File: src/rtl/stopwatch_ctrl_mc.sv
// Multi-channel stopwatch run/stop/clear/lap controller, one Moore FSM per channel.
// Optional lap feature enabled by defining STOPWATCH_LAP_EN.
module stopwatch_ctrl_mc #(
    parameter int unsigned CH         = 4,
    parameter int unsigned CLR_CYCLES = 1
) (
    input  logic            clk,
    input  logic            rst_n,
    input  logic [CH-1:0]   i_runstop,
    input  logic [CH-1:0]   i_clear,
    input  logic [CH-1:0]   i_lap,
    input  logic            i_all_clear,
    output logic [CH-1:0]   o_run,
    output logic [CH-1:0]   o_clear,
    output logic [CH-1:0]   o_hold,
    output logic [2*CH-1:0] o_state
);

    localparam int unsigned   CW       = $clog2(CLR_CYCLES + 1);
    localparam logic [CW-1:0] CLR_LOAD = CW'(CLR_CYCLES - 1);

    localparam logic [1:0] ST_STOP  = 2'b00;
    localparam logic [1:0] ST_RUN   = 2'b01;
    localparam logic [1:0] ST_CLEAR = 2'b10;
    localparam logic [1:0] ST_LAP   = 2'b11;

`ifdef STOPWATCH_LAP_EN
    localparam logic LAP_EN = 1'b1;
`else
    localparam logic LAP_EN = 1'b0;
`endif

    logic [1:0]    state_q [CH];
    logic [1:0]    state_d [CH];
    logic [CW-1:0] cnt_q   [CH];
    logic [CW-1:0] cnt_d   [CH];
    logic [CH-1:0] clr;
    logic [CH-1:0] lap_req;

    assign clr = i_clear | {CH{i_all_clear}};

`ifdef STOPWATCH_LAP_EN
    assign lap_req = i_lap;
`else
    logic unused_lap;
    assign lap_req    = '0;
    assign unused_lap = ^i_lap;
`endif

    always_comb begin
        for (int n = 0; n < CH; n++) begin
            state_d[n] = state_q[n];
            cnt_d[n]   = cnt_q[n];
            case (state_q[n])
                ST_STOP: begin
                    if (clr[n]) begin
                        state_d[n] = ST_CLEAR;
                        cnt_d[n]   = CLR_LOAD;
                    end else if (i_runstop[n]) begin
                        state_d[n] = ST_RUN;
                    end
                end
                ST_RUN: begin
                    if (clr[n]) begin
                        state_d[n] = ST_CLEAR;
                        cnt_d[n]   = CLR_LOAD;
                    end else if (i_runstop[n]) begin
                        state_d[n] = ST_STOP;
                    end else if (lap_req[n]) begin
                        state_d[n] = ST_LAP;
                    end
                end
                // Every input, including another clear, is ignored until the pulse ends.
                ST_CLEAR: begin
                    if (cnt_q[n] == '0) begin
                        state_d[n] = ST_STOP;
                    end else begin
                        cnt_d[n] = cnt_q[n] - CW'(1);
                    end
                end
                ST_LAP: begin
                    if (!LAP_EN) begin
                        state_d[n] = ST_STOP;
                    end else if (clr[n]) begin
                        state_d[n] = ST_CLEAR;
                        cnt_d[n]   = CLR_LOAD;
                    end else if (i_runstop[n]) begin
                        state_d[n] = ST_STOP;
                    end else if (lap_req[n]) begin
                        state_d[n] = ST_RUN;
                    end
                end
                default: state_d[n] = ST_STOP;
            endcase
        end
    end

    always_ff @(posedge clk or negedge rst_n) begin
        if (!rst_n) begin
            for (int n = 0; n < CH; n++) begin
                state_q[n] <= ST_STOP;
                cnt_q[n]   <= '0;
            end
        end else begin
            for (int n = 0; n < CH; n++) begin
                state_q[n] <= state_d[n];
                cnt_q[n]   <= cnt_d[n];
            end
        end
    end

    // Moore decode only: no input reaches an output without passing the state register.
    always_comb begin
        o_run   = '0;
        o_clear = '0;
        o_hold  = '0;
        o_state = '0;
        for (int n = 0; n < CH; n++) begin
            o_run[n]         = (state_q[n] == ST_RUN) | (LAP_EN & (state_q[n] == ST_LAP));
            o_clear[n]       = (state_q[n] == ST_CLEAR);
            o_hold[n]        = LAP_EN & (state_q[n] == ST_LAP);
            o_state[2*n +: 2] = state_q[n];
        end
    end

endmodule

File: config.mk
export PLATFORM = sky130hd
export DESIGN_NAME = stopwatch_ctrl_mc
export DESIGN_NICKNAME = d
export VERILOG_FILES = /design/src/rtl/stopwatch_ctrl_mc.sv
export SDC_FILE = /design/constraint.sdc
export NUM_CORES = 1
export LEC_CHECK = 0
export ABC_AREA = 1
export CAP_MARGIN = 20
export CORE_UTILIZATION = 31
export CTS_BUF_LIST = sky130_fd_sc_hd__clkbuf_4
export CTS_CLUSTER_SIZE = 12
export DETAILED_ROUTE_END_ITERATION = 12
export PLACE_DENSITY = 0.83
export SLEW_MARGIN = 5
export SYNTH_ARGS = -nofsm -noshare
export SYNTH_HDL_FRONTEND = slang
export SYNTH_SLANG_ARGS = --single-unit
File: constraint.sdc
create_clock -name clk -period 0.95 [get_ports clk]
set_clock_uncertainty 0.05 [all_clocks]
set_input_delay 0.1425 -clock clk [delete_from_list [all_inputs] [get_ports clk]]
set_output_delay 0.1425 -clock clk [all_outputs]
set_load 0.01 [all_outputs]
=== Word level (Yosys, flattened, before mapping) ===
Index checks and enable logic that the tools add are counted.

* Add/sub/neg operators: 4
* Eq/ne operators: 28
* Multiplexer cells: 36
* Bitwise gates (word level): 5
* Reduce and logical (&&, ||, !) cells: 16

{| class="wikitable"
|+ Operators with widths
! kind !! count
|-
| 2-to-1 mux 2 bit || 20
|-
| case mux 2 bit (4 select lines) || 4
|-
| equality test 2 bit (second input constant) || 8
|-
| != test 3 x 2 -> 1 bit (second input constant) || 4
|-
| != test 3 bit (second input constant) || 4
|-
| AND reduction 3 bit || 4
|-
| equality test 2 x 1 -> 1 bit (second input constant) || 4
|-
| zero test 2 bit || 4
|-
| 2-to-1 mux 1 bit || 8
|-
| != test 2 x 1 -> 1 bit (second input constant) || 4
|-
| != test 2 bit (second input constant) || 4
|-
| case mux 1 bit (2 select lines) || 4
|-
| AND reduction 2 bit || 4
|-
| OR reduction 2 bit || 4
|-
| inverter 1 bit || 4
|-
| bitwise OR 4 bit || 1
|-
| subtractor 1 bit (second input constant) || 4
|}

* Register bits: 12
* Input port bits: 15

=== Longest topological paths before layout ===
* Depth after elaboration: 4
* Depth in mapped cells: 4
* Mapped depth without buffers: 4

=== Least setup slack after synthesis ===
Ideal clock, no wire load.

* Path kind: reg2out
* From: register state_q (netlist bit o_state[3])
* To: output port o_clear[1]
* Data arrival time: 0.632 ns
* Data required time: 0.757 ns
* Path slack: 0.125 ns
* Stages on the path, launching flop included: 3
* Cells stage by stage: dfrtp_1 -> inv_1 -> nor2_1

* Word-level cells in the longest chain between the ends: 1

{| class="wikitable"
|+ Ends and longest elaborated chain
! what !! RTL line !! RTL
|-
| from (decl) || 33 || <nowiki>logic [1:0] state_q [CH];</nowiki>
|-
| from (signal, indexed assignment) || 106 || <nowiki>state_q[n] <= state_d[n];</nowiki>
|-
| equality test 2 bit || 120 || <nowiki>o_clear[n] = (state_q[n] == ST_CLEAR);</nowiki>
|-
| to (decl) || 14 || <nowiki>output logic [CH-1:0] o_clear,</nowiki>
|}

Every way passes these cells.

=== Worst setup path in the final report ===
* From: register state_q (netlist bit o_state[5])
* To: output port o_clear[2]

Same word-level chain as after synthesis.

==> impl_metrics.toml <==
[floorplanning]
rows = 12
fp.coreArea_sq_mm = 0.00117
die_w_microns = 38.3
die_area_sq_mm = 0.00146
die_h_microns = 38.3
initial_core_util_pct = 34.8
num_io_pins = 35

[sta]
rsz0062_at_grt = "true"
timing.final.ws_setup_ns = -0.231
final_hold_viol_count = 0
clock.fmax_mhz = 847
final_worst_path_period_share_pct = 124
layout_min_cycle_time_ns = 1.18
timing.final.setup_violations = 18
worst_hold_slack_ns = 0.123
final-max-slew-violation-count = 0

[final_layout]
stdcell_area_sq_um = 779
insertedDiodeCount = 0
finish.utilization_pct = 66.6
share_of_final_layout_standard_cells_stronger_than_drive_strength_1_pct = 45.5
design.final.nets = 118
largest_reg_flops = 8
area_growth_syn_to_layout_pct = 91.1

[logic_synthesis]
synth_top_cell_area_share_pct = 49.1
synth_top_flop_cell = "sky130_fd_sc_hd__dfrtp_1"
synth_enable_flop_cells = 0
synthDominantAreaCellType = "sky130_fd_sc_hd__dfrtp_1"
synthDistinctLibCells = 7
post_synth_inst_count = 59
synth_most_common_cell = "sky130_fd_sc_hd__nor2_1"
syn_avg_cell_area_sq_um = 6.91
synth_top_cells_by_count = "20 x sky130_fd_sc_hd__nor2_1, 14 x sky130_fd_sc_hd__nand2_1, 11 x sky130_fd_sc_hd__inv_1"
count_of_warnings_emitted_by_yosys = 0
yosys_register_bits = 8
async_reset_ff_share_pct = 100
seq_area_frac_synth_pct = 49.1
netlist_area_sq_um = 408
post_synth_main_area_contributors = "sky130_fd_sc_hd__dfrtp_1 49%, sky130_fd_sc_hd__nor2_1 18%, sky130_fd_sc_hd__nand2_1 13%"

[global_route]
first_global_vias = 428
grt_use_total_pct = 16.7
globalRouteOverflowTotal = 0
number_of_antenna_violations_at_the_first_check_in_global_routing = 0
grt_first_pass_wirelength_microns = 1660
maximum_number_of_pins_on_one_net_before_global_route_repair = 9

[pwr]
worst_supply_voltage_drop_on_vdd_mv = 0.722
leakage_nw = 0.434
power_per_cell_area_mw_per_mm2 = 1290

[clock_network]
post_cts_hold_buffer_count = 0
cts-root-to-sink-buffers = 2
clkLatencyLatePin_ns = 0.25
cts_num_sinks = 8
buffer_type_at_the_clock_tree_root = "sky130_fd_sc_hd__clkbuf_4"
tritoncts_clock_tree = "done"
clk_transition_reported_paths_ns = 0.06
cts_inserted_buffers = 3
cts-htree-levels = 1

[placement]
placedInstanceArea_sq_um = 697
finalWeightedCongestion = 0.635
pre_cts_slack_ns = -0.325
portBuffers = 26
detailed_place_hpwl_microns = 714

[critical_path]
timing.critical_path.required_ns = 0.76
critPathCaptureType = "output port"
critical_path_peak_fanout = 3
worst-endpoint-arrival_ns = 0.99
worstSetupPathType = "flop to output port"
cp-start-kind = "flop"

[detailed_routing]
first_pass_iteration_count_of_the_detailed_router = 2
route.antenna.remaining_nets = 0
vias_post_dr = 477
detail_route.wirelength_microns = 1130
remaining_drc_errors = 0
detailedRoute.firstIterationViolations = 8
route.detailed.wl_per_inst_microns = 9.86
detail_route.vias_per_cell = 4.15

[flow_run]
drv.max_cap_violation_count = 0

[status]
outcome = "complete, but fails checks"
violations = "setup timing"

[min_path]
hold_class = "input port to asynchronous set/reset pin"
## critical path: stages (launching register included)
cell and delay (ns):
sky130_fd_sc_hd__dfrtp_1 0.40, sky130_fd_sc_hd__buf_6 0.13, sky130_fd_sc_hd__inv_2 0.04, sky130_fd_sc_hd__nor2_1 0.03, sky130_fd_sc_hd__buf_2 0.13
## layout make-up
cell class | instances | area, sq um
repair buffers | 40 | 324
flip-flops and latches | 8 | 200
fillers | 107 | 392
inverters | 11 | 41.3
multi-input cells | 39 | 174
clock buffers | 3 | 22.5
well taps | 14 | 17.5
## through the flow
stage / instances / setup TNS, ns / power (mW)
3_5_place_dp: 102 / -4.39 / 0.682
5_1_grt: 115 / -2.73 / 1.05
6_report: 115 / -2.06 / 1.00
3_3_place_gp: 102 / -4.17 / 0.676
4_1_cts: 115 / -2.16 / 0.977
2_1_floorplan: 62 / 0 / 0.502
## cell usage in the layout (no fill, tap or decap), drive strengths merged
cell and n:
conb 4, inv 11, o21ai 1, nand2 14, buf 30, nor2 20
clkdlybuf4s50 10, dfrtp 8, clkbuf 3
## routing by layer
layer | track usage, % | up-vias | part of all wire [%]
met2 | 30.5 | 19 | 55
li1 | - | 247 | -
met3 | 4.07 | 0 | 6.9
met4 | 5.36 | 0 | 0
met1 | 18.6 | 211 | 38
met5 | 0 | - | 0
## worst paths after layout
check / cells after the start / from / slack [ns] / endpoint
max in group asynchronous: 1 / rst_n / 0.46 / o_state[3]$_DFFE_PN0P_
worst max register to register: 6 / o_state[5]$_DFFE_PN0P_ / -0.04 / o_state[4]$_DFFE_PN0P_
min in group clk: 1 / o_state[1]$_DFFE_PN0P_ / 0.43 / o_state[1]$_DFFE_PN0P_
worst min-delay path: 1 / rst_n / 0.12 / o_state[2]$_DFFE_PN0P_
worst max-delay path: 4 / o_state[5]$_DFFE_PN0P_ / -0.23 / o_clear[2]
worst min register to register: 1 / o_state[1]$_DFFE_PN0P_ / 0.43 / o_state[1]$_DFFE_PN0P_
## where the power goes
part	switching, mW	internal, mW
logic	0.147	0.195
registers	0.0285	0.368
clock network	0.120	0.145
## what timing repair did
action,CTS,global route
pin swaps,4,5
resized for setup,71,19
setup buffers,11,3
endpoints found under the setup margin,16,20
## logic make-up after synthesis
family,synth area share [%]
buffers and inverters,17.5
and+or+nand+nor,31.3
DFF,49.1
other,0.919
AOI/OAI and AO/OA,1.23
No activity file was read; power rests on OpenSTA's default activity.
